`src/rtl/key_event_if.sv`:
```
// Key event bundle: the debounced key level in, single-cycle key events and the held level out.
// Ports: key_i (level, 1 = pressed); press, release_evt, long_press, repeat_evt (1-cycle pulses); held (level).
// release/repeat are SystemVerilog keywords, so those two events carry an _evt suffix.
interface key_event_if;
    logic key_i;
    logic press;
    logic release_evt;
    logic long_press;
    logic repeat_evt;
    logic held;

    // Event generator side
    modport master (
        input  key_i,
        output press,
        output release_evt,
        output long_press,
        output repeat_evt,
        output held
    );

    // Debouncer/consumer side: drives the level, consumes the events
    modport slave (
        output key_i,
        input  press,
        input  release_evt,
        input  long_press,
        input  repeat_evt,
        input  held
    );
endinterface

```
`src/rtl/key_event_gen.sv`:
```
// Turns a debounced key level into press/release/long-press/auto-repeat pulses plus a held level.
// Latency: every output is registered, 1 cycle after the clock edge that samples the causing condition.
// Backpressure: none; each pulse is 1 cycle wide and must be consumed when it is issued.
// Ports: clk, rst_n (async, active low), kif (key_event_if.master: key_i in, events and held out).
module key_event_gen #(
    parameter int   CLK_FREQ   = 100,   // MHz
    parameter int   LONG_MS    = 1000,  // >= 1
    parameter int   REPEAT_MS  = 200,   // 0 disables auto-repeat
    parameter logic INIT_VALUE = 1'b0
) (
    input logic         clk,
    input logic         rst_n,
    key_event_if.master kif
);

    localparam int TICK_CYC = CLK_FREQ * 1000;
    localparam int PW       = (TICK_CYC > 1) ? $clog2(TICK_CYC) : 1;
    localparam int MS_MAXV  = (LONG_MS > REPEAT_MS) ? LONG_MS : REPEAT_MS;
    localparam int MS_W     = (MS_MAXV > 1) ? $clog2(MS_MAXV + 1) : 1;

    localparam logic [PW-1:0]   TICK_LAST   = PW'(TICK_CYC - 1);
    localparam logic [MS_W-1:0] MS_MAX      = {MS_W{1'b1}};
    // Thresholds are matched one count early, together with the tick that would
    // complete them, so the pulse lands exactly LONG_MS / REPEAT_MS ticks after the edge.
    localparam logic [MS_W-1:0] LONG_LAST   = MS_W'(LONG_MS - 1);
    localparam logic [MS_W-1:0] REPEAT_LAST = MS_W'((REPEAT_MS > 0) ? REPEAT_MS - 1 : 0);

    typedef enum logic [1:0] {
        IDLE = 2'd0,
        HOLD = 2'd1,
        LONG = 2'd2
    } state_t;

    state_t          state, state_nxt;
    logic            key_prev;
    logic            armed;
    logic [PW-1:0]   presc, presc_nxt;
    logic [MS_W-1:0] ms_cnt, ms_nxt, ms_sat;
    logic            tick;
    logic            press_nxt, release_nxt, long_nxt, repeat_nxt;

    // A level of 1 right after reset may be a hold that began before reset, so a
    // press is only accepted once the key has been seen released since reset.
    always_ff @(posedge clk or negedge rst_n) begin
        if (!rst_n) begin
            key_prev <= INIT_VALUE;
            armed    <= 1'b0;
        end else begin
            key_prev <= kif.key_i;
            if (!kif.key_i) begin
                armed <= 1'b1;
            end
        end
    end

    always_ff @(posedge clk or negedge rst_n) begin
        if (!rst_n) begin
            state           <= IDLE;
            presc           <= '0;
            ms_cnt          <= '0;
            kif.press       <= 1'b0;
            kif.release_evt <= 1'b0;
            kif.long_press  <= 1'b0;
            kif.repeat_evt  <= 1'b0;
            kif.held        <= 1'b0;
        end else begin
            state           <= state_nxt;
            presc           <= presc_nxt;
            ms_cnt          <= ms_nxt;
            kif.press       <= press_nxt;
            kif.release_evt <= release_nxt;
            kif.long_press  <= long_nxt;
            kif.repeat_evt  <= repeat_nxt;
            kif.held        <= (state_nxt != IDLE);
        end
    end

    always_comb begin
        state_nxt   = state;
        presc_nxt   = presc;
        ms_nxt      = ms_cnt;
        press_nxt   = 1'b0;
        release_nxt = 1'b0;
        long_nxt    = 1'b0;
        repeat_nxt  = 1'b0;
        tick        = (state != IDLE) && (presc == TICK_LAST);
        // Saturate rather than wrap: with repeat disabled LONG never clears it.
        ms_sat      = (ms_cnt == MS_MAX) ? ms_cnt : ms_cnt + 1'b1;

        case (state)
            IDLE: begin
                presc_nxt = '0;
                ms_nxt    = '0;
                if (armed && kif.key_i && !key_prev) begin
                    press_nxt = 1'b1;
                    state_nxt = HOLD;
                end
            end
            HOLD, LONG: begin
                if (!kif.key_i) begin
                    // Release wins over any threshold on the same edge.
                    release_nxt = 1'b1;
                    state_nxt   = IDLE;
                    presc_nxt   = '0;
                    ms_nxt      = '0;
                end else begin
                    presc_nxt = tick ? '0 : presc + 1'b1;
                    if (tick) begin
                        ms_nxt = ms_sat;
                    end
                    if (state == HOLD) begin
                        if (tick && ms_cnt == LONG_LAST) begin
                            long_nxt  = 1'b1;
                            state_nxt = LONG;
                            ms_nxt    = '0;
                        end
                    end else if (REPEAT_MS != 0) begin
                        if (tick && ms_cnt == REPEAT_LAST) begin
                            repeat_nxt = 1'b1;
                            ms_nxt     = '0;
                        end
                    end
                end
            end
            default: begin
                state_nxt = IDLE;
                presc_nxt = '0;
                ms_nxt    = '0;
            end
        endcase
    end

endmodule
```
`src/flat_wrapper.sv`:
```
// flat-port wrapper written by rule: the top's interface ports become plain ports
module key_event_gen_flat 
#(
    parameter int   CLK_FREQ   = 100,         
    parameter int   LONG_MS    = 1000,         
    parameter int   REPEAT_MS  = 200,                            
    parameter logic INIT_VALUE = 1'b0
)
  (clk, rst_n, kif_key_i, kif_press, kif_release_evt, kif_long_press, kif_repeat_evt, kif_held);
  key_event_if kif_i ();
  input logic clk;
  input logic rst_n;
  input wire logic [$bits(kif_i.key_i)-1:0] kif_key_i;
  output wire logic [$bits(kif_i.press)-1:0] kif_press;
  output wire logic [$bits(kif_i.release_evt)-1:0] kif_release_evt;
  output wire logic [$bits(kif_i.long_press)-1:0] kif_long_press;
  output wire logic [$bits(kif_i.repeat_evt)-1:0] kif_repeat_evt;
  output wire logic [$bits(kif_i.held)-1:0] kif_held;
  assign kif_i.key_i = kif_key_i;
  assign kif_press = kif_i.press;
  assign kif_release_evt = kif_i.release_evt;
  assign kif_long_press = kif_i.long_press;
  assign kif_repeat_evt = kif_i.repeat_evt;
  assign kif_held = kif_i.held;
  key_event_gen #(.CLK_FREQ(CLK_FREQ), .LONG_MS(LONG_MS), .REPEAT_MS(REPEAT_MS), .INIT_VALUE(INIT_VALUE)) u_core (.clk(clk), .rst_n(rst_n), .kif(kif_i));
endmodule
```
`config.mk`:
```
export PLATFORM = sky130hd
export DESIGN_NAME = key_event_gen_flat
export DESIGN_NICKNAME = d
export VERILOG_FILES = /design/src/rtl/key_event_if.sv /design/src/rtl/key_event_gen.sv /design/src/flat_wrapper.sv
export SDC_FILE = /design/constraint.sdc
export NUM_CORES = 1
export LEC_CHECK = 0
export CORE_UTILIZATION = 59
export CTS_CLUSTER_DIAMETER = 40
export DETAILED_ROUTE_END_ITERATION = 10
export GPL_TIMING_DRIVEN = 1
export PLACE_DENSITY_LB_ADDON = 0.15
export SLEW_MARGIN = 10
export SYNTH_ARGS = -nofsm -noshare
export SYNTH_HDL_FRONTEND = slang
export SYNTH_SLANG_ARGS = --single-unit
```
`constraint.sdc`:
```
create_clock -name clk -period 2.46 [get_ports clk]
set_input_delay 0.738 -clock clk [delete_from_list [all_inputs] [get_ports clk]]
set_output_delay 0.738 -clock clk [all_outputs]
set_load 0.1 [all_outputs]
```
# ---- After elaboration in Yosys (flattened, before gate mapping)
# Cells that the tools add are included.
dict set report word_totals {
  out_inout_bits 5
  elab_cells 55
  ff_bits 36
  input_bits 3
}
dict set report classes {
  eq_ne 6
  addsub 2
  n_mux 27
  n_reduce_logical 10
}
# op n
set ops {}
lappend ops {{10-bit 2-to-1 mux} 7}
lappend ops {{17-bit 2-to-1 mux} 3}
lappend ops {{10-bit equality test, second input constant} 2}
lappend ops {{17-bit by 1-bit adder with 17-bit output, second input constant} 1}
lappend ops {{17-bit equality test, second input constant} 1}
lappend ops {{1-bit 2-to-1 mux} 12}
lappend ops {{10-bit by 1-bit adder with 10-bit output, second input constant} 1}
lappend ops {{10-bit by 8-bit equality test with 1-bit output, second input constant} 1}
lappend ops {{2-bit 2-to-1 mux} 4}
lappend ops {{1-bit logical AND} 5}
lappend ops {{2-bit one-hot mux with 2 select lines} 1}
lappend ops {{2-bit nonzero test} 2}
lappend ops {{2-bit by 1-bit equality test with 1-bit output, second input constant} 1}
lappend ops {{2-bit equality test, second input constant} 1}
lappend ops {{2-bit logical NOT} 1}
lappend ops {{2-bit OR reduction} 1}
lappend ops {{1-bit logical NOT} 1}

# ---- Longest topological paths before layout
dict set report depth {
  depth_word 8
  depth_mapped 9
}

# ---- Worst setup path after synthesis
# No wires, ideal clock.
dict set report synth_timing {
  path_kind {register to register}
  from {register u_core.state[0]}
  to {register u_core.kif.held}
  setup_slack_ns 0.293
  setup_ns 0.131
  path_stages_with_launch 8
  arrival_time_ns 2.036
  required_time_ns 2.329
  path_buffers 0
  path_cell_list {dfrtp_1 -> inv_1 -> ha_1 -> and4bb_1 -> nand3_4 -> or4_4 -> nand3_2 -> or3b_1}
}
dict set report synth_between {
  elab_chain_len 8
  word_cells_on_any_way 13
  cone_classes {eq/ne: 2; mux: 5; reduce/logical: 6}
}
# item line_no
set synth_lines {}
lappend synth_lines {{from (decl)} key_event_gen.sv:34} ;# state_t state, state_nxt;
lappend synth_lines {{from (signal assigned)} key_event_gen.sv:67} ;# state <= state_nxt;
lappend synth_lines {{2-bit nonzero test} key_event_gen.sv:86} ;# tick = (state != IDLE) && (presc == TICK_LAST);
lappend synth_lines {{1-bit logical AND} key_event_gen.sv:86}
lappend synth_lines {{1-bit logical AND} key_event_gen.sv:112} ;# if (tick && ms_cnt == LONG_LAST) begin
lappend synth_lines {{2-bit 2-to-1 mux} key_event_gen.sv:112}
lappend synth_lines {{2-bit 2-to-1 mux} key_event_gen.sv:111} ;# if (state == HOLD) begin
lappend synth_lines {{2-bit 2-to-1 mux} key_event_gen.sv:100} ;# if (!kif.key_i) begin
lappend synth_lines {{2-bit one-hot mux with 2 select lines *} key_event_gen.sv:90} ;# case (state)
lappend synth_lines {{2-bit nonzero test *} key_event_gen.sv:74} ;# kif.held <= (state_nxt != IDLE);
lappend synth_lines {{to (signal assigned)} key_event_gen.sv:74}
lappend synth_lines {{to (decl)} key_event_if.sv:19} ;# output held
# Mark *: on every way between the ends. The rest lies on a longest branch, timed or not.
# A chain may end at the register's enable or synchronous reset.

# ---- Final worst setup path
# Ends and elaborated chain as after synthesis.

==> impl_summary.md <==
Critical path
The slowest stage of the critical path is the sky130_fd_sc_hd__or4_4 cell. The worst register-to-register path begins at u_core.state[0]. The element type at the critical path start is a register.

The delay of the slowest cell on the worst path is roughly 0.57 ns. The length in cells of the worst reg-to-reg path is 7. For the worst setup path, the data arrival time is about 2.5 ns. In this run the number of cells on the critical path is 7. The first element of the critical path is u_core.state[0].

The data required time at the worst endpoint is 2.67 ns. The maximum fanout count along the critical path is 9. Traced cell by cell, the critical path runs through inv_1 -> ha_1 -> and4bb_1 -> nand3_4 -> or4_4 -> nand3_2 -> or3b_1. The endpoint class of the critical path is a register. In this design, the largest share of critical-path delay is due to simple AND/OR/NAND/NOR gates.

The count of buffering cells on the critical path with inverters included is 1. The critical path is of the register to register type.

Timing
Setup slack on the critical path of the routed design comes to ~0.14 ns. The number of hold-slack violations in the final timing report is 0. The final period demand of the worst path is about 2.3 ns. The highest clock frequency the design can meet is 0.4307 GHz. The actual transition at the worst max-transition pin is ~0.46 ns. The clock skew after layout is between 0.008 and 0.009 ns. The final clock period utilization by the worst path is 94.37%. The worst max-slew margin expressed relative to the limit is 69.39%. Setup total negative slack on the finished layout was measured at 0 ns.

The count of final max-slew check failures is 0. Setup violations remaining at the end of the flow were counted as 0. Setup repair after global routing left no endpoint under its margin.

Run
The tool flagged a number of max-cap violations equal to 0.

Synth
The share of flip-flops with an asynchronous set or reset is 100.0%. For this run, the leading register cell type out of synthesis is sky130_fd_sc_hd__dfrtp_1. The share of the Yosys chip area taken by registers is approximately half. Synthesis produced a netlist with a net count of 187. The mapped netlist covers 1827 sq um. The number of enable flip-flop cells after synthesis is 0.

The post-synthesis instance total is 179. Each instance of the synthesized netlist takes up on average 10.21 sq um. The count of unique library cells instantiated by Yosys is 39. The count of synthesis-stage warnings from yosys is 0. The synthesized design contains 36 register bits.

Placement
The final weighted congestion in routability-driven placement is 0.8918. Input and output buffers added on the ports amount to 7. In this run, placement finished with an instance count of 217. The pre-CTS worst setup slack is between 0.15 and 0.2 ns. The HPWL after detailed placement is 2378 microns. The placed instances occupy a cell area of 1933 sq um.

Power and ir drop
The worst voltage drop across the vdd grid is 0.3393 mV. Summing internal, switching and leakage power gives 1.254 mW. Per report_power, the combinational group accounts for 23.1% of the total.

In this run the power spent charging and discharging nets is ~420 uW. The internal portion of the total power is 834.2 uW. The power density over the cells is 629.4 nW/um^2. The leakage power is ~0.8 nW. The fraction of power consumed by the clock network is roughly a quarter. The share of power burned in registers is 51.4%. The fraction of power spent switching nets is approximately 33%.

Global route
The overall fraction of global-route tracks in use is 23.50%. The initial antenna violation count is 0. The number of global-route vias before repair is 1360.

The maximum number of pins on one net before global-route repair is 37. The wire length of the first global-routing pass is ~5900 microns. The total grt overflow is 0.

Clocking
TritonCTS built the clock tree. The clock passes through at most 2 buffers. The tree built by TritonCTS fans out to 36 sinks.

Clock latency on the worst-skew pair, taken at its later pin, is around 0.33 ns. TritonCTS created 5 clock buffers. After clock tree synthesis, the clock-pin slew on the worst setup and hold paths is 0.10 ns. The H-tree was split into 2 levels. The number of gates resized after CTS was 0.

After clock tree synthesis, the setup repair step added 0 buffers. For this design, the CTS-stage hold fixing added 0 buffers. The cell at the root of the clock tree is sky130_fd_sc_hd__clkbuf_4.

Status
The run finished with clean final reports.

Die
In this run the horizontal extent of the chip is 57.65 microns. The floorplan step defined a die boundary enclosing approximately 3300 sq um. The effective utilization at floorplan is 64.04%. The total core area is 2853 sq um.

The die boundary height is just under 60 microns. The number of placed I/O pins is 8. The number of cell rows is 19.

Drt
The number of DRC markers in iteration 0 is 40. The detailed-route wire length per cell is around 14 microns. The total wire length after detailed routing is 3224 microns.

The iteration count of the initial detailed-routing pass is 4. The number of nets with antenna violations after detailed routing is 0. The number of vias after detailed routing is 1328.

The ratio of routed vias to standard cells is around 5.9. The post-route DRC violation count is 0.

Layout
The final layout net count is 201. The number of diodes is 0. In the layout the commonest cells are 36 x sky130_fd_sc_hd__dfrtp_1, 32 x sky130_fd_sc_hd__nor2_1, 13 x sky130_fd_sc_hd__xnor2_1, 11 x sky130_fd_sc_hd__nand2_1. The most common cell after layout, fill and taps aside is sky130_fd_sc_hd__dfrtp_1. The finished layout holds 225 standard cells, fillers aside.

The post-layout instance area is 1992 sq um. The post-route netlist has 11.86% of its cells at a drive strength greater than 1. The layout-stage area growth over the synthesis result is 9.041%.

Min path
The startpoint identified for the worst hold timing path is u_core.armed. The number of cells on the worst hold path is 1. The path class of the lowest-slack min-delay path is register to register.
final timing paths:
check,end,slack [ns]
max reg2reg,u_core.kif.held,0.14
max in group asynchronous,u_core.presc[5],1.35
min in group asynchronous,u_core.state[0],0.81
min reg2reg,u_core.armed,0.47
min,u_core.armed,0.47
max,u_core.kif.held,0.14
stage by stage:
stage          hold WS (ns)  utilization [%]
2_1_floorplan        0.4350                -
3_3_place_gp         0.4608            67.76
3_5_place_dp         0.4566            67.76
4_1_cts              0.4802            69.82
5_1_grt              0.5117            69.82
6_report             0.4748            69.82
sequential cells by signal (all words and copies together) (netlist names):
name,count
u_core.key_prev,1
u_core.presc,17
u_core.armed,1
u_core.kif.press,1
u_core.ms_cnt,10
u_core.kif.release_evt,1
u_core.kif.held,1
u_core.kif.long_press,1
u_core.kif.repeat_evt,1
u_core.state,2
cells by family (layout without fill, tap and decap cells):
group	after synthesis	after routing	share of synthesized area [%]
mux	2	2	1.096
xor+xnor	20	20	9.589
flops	36	36	49.31
fa+ha+maj	5	5	3.425
compound gates	12	12	4.794
simple gates	95	95	29.86
buf+inv	9	24	1.918
cell usage after synthesis (2+ instances only):
master / count / area share (%)
sky130_fd_sc_hd__a21o_1: 2 / 0.82
sky130_fd_sc_hd__a21oi_1: 2 / 0.55
sky130_fd_sc_hd__a311oi_1: 2 / 0.96
sky130_fd_sc_hd__and2_1: 3 / 1.0
sky130_fd_sc_hd__and4_1: 2 / 0.96
sky130_fd_sc_hd__clkbuf_1: 2 / 0.41
sky130_fd_sc_hd__dfrtp_1: 36 / 49
sky130_fd_sc_hd__ha_1: 5 / 3.4
sky130_fd_sc_hd__inv_1: 6 / 1.2
sky130_fd_sc_hd__mux2i_1: 2 / 1.1
sky130_fd_sc_hd__nand2_1: 11 / 2.3
sky130_fd_sc_hd__nand3_1: 6 / 1.6
sky130_fd_sc_hd__nand3_4: 2 / 1.9
sky130_fd_sc_hd__nand4_1: 7 / 2.4
sky130_fd_sc_hd__nor2_1: 32 / 6.6
sky130_fd_sc_hd__nor2b_1: 3 / 1.0
sky130_fd_sc_hd__nor3_1: 8 / 2.2
sky130_fd_sc_hd__nor4_1: 5 / 1.7
sky130_fd_sc_hd__o21ai_0: 3 / 0.82
sky130_fd_sc_hd__or2_2: 2 / 0.68
sky130_fd_sc_hd__or3_1: 2 / 0.68
sky130_fd_sc_hd__xnor2_1: 13 / 6.2
sky130_fd_sc_hd__xor2_1: 7 / 3.4
layer usage:
layer | global-route usage (%) | share of wire, %
met1 | 29.25 | 43
met2 | 39.04 | 51
met3 | 5.357 | 3.8
met4 | 10.80 | 1.8
met5 | 0 | 0
area by class of cell:
| cell class | instances | area [sq um] |
|---|---|---|
| sequential | 36 | 900.9 |
| multi-input combinational | 134 | 890.9 |
| fill | 219 | 860.8 |
| timing repair buffer | 10 | 80.08 |
| clock buffer | 8 | 58.81 |
| tap | 31 | 38.79 |
| inverter | 6 | 22.52 |
worst reg2reg max path, stage by stage, from the launching register on:
cell	delay [ns]
sky130_fd_sc_hd__dfrtp_1	0.44
sky130_fd_sc_hd__inv_1	0.07
sky130_fd_sc_hd__ha_1	0.23
sky130_fd_sc_hd__and4bb_1	0.32
sky130_fd_sc_hd__nand3_4	0.13
sky130_fd_sc_hd__or4_4	0.58
sky130_fd_sc_hd__nand3_2	0.09
sky130_fd_sc_hd__or3b_1	0.33
power groups by stage:
stage / combinational [mW] / sequential, mW / clock (mW)
final: 0.289 / 0.644 / 0.320
after global routing: 0.320 / 0.652 / 0.364
after CTS: 0.293 / 0.645 / 0.331
after detailed placement: 0.291 / 0.657 / 0
after global placement: 0.283 / 0.654 / 0
after floorplan: 0.113 / 0.761 / 0
No activity file was read; power rests on OpenSTA's default activity.
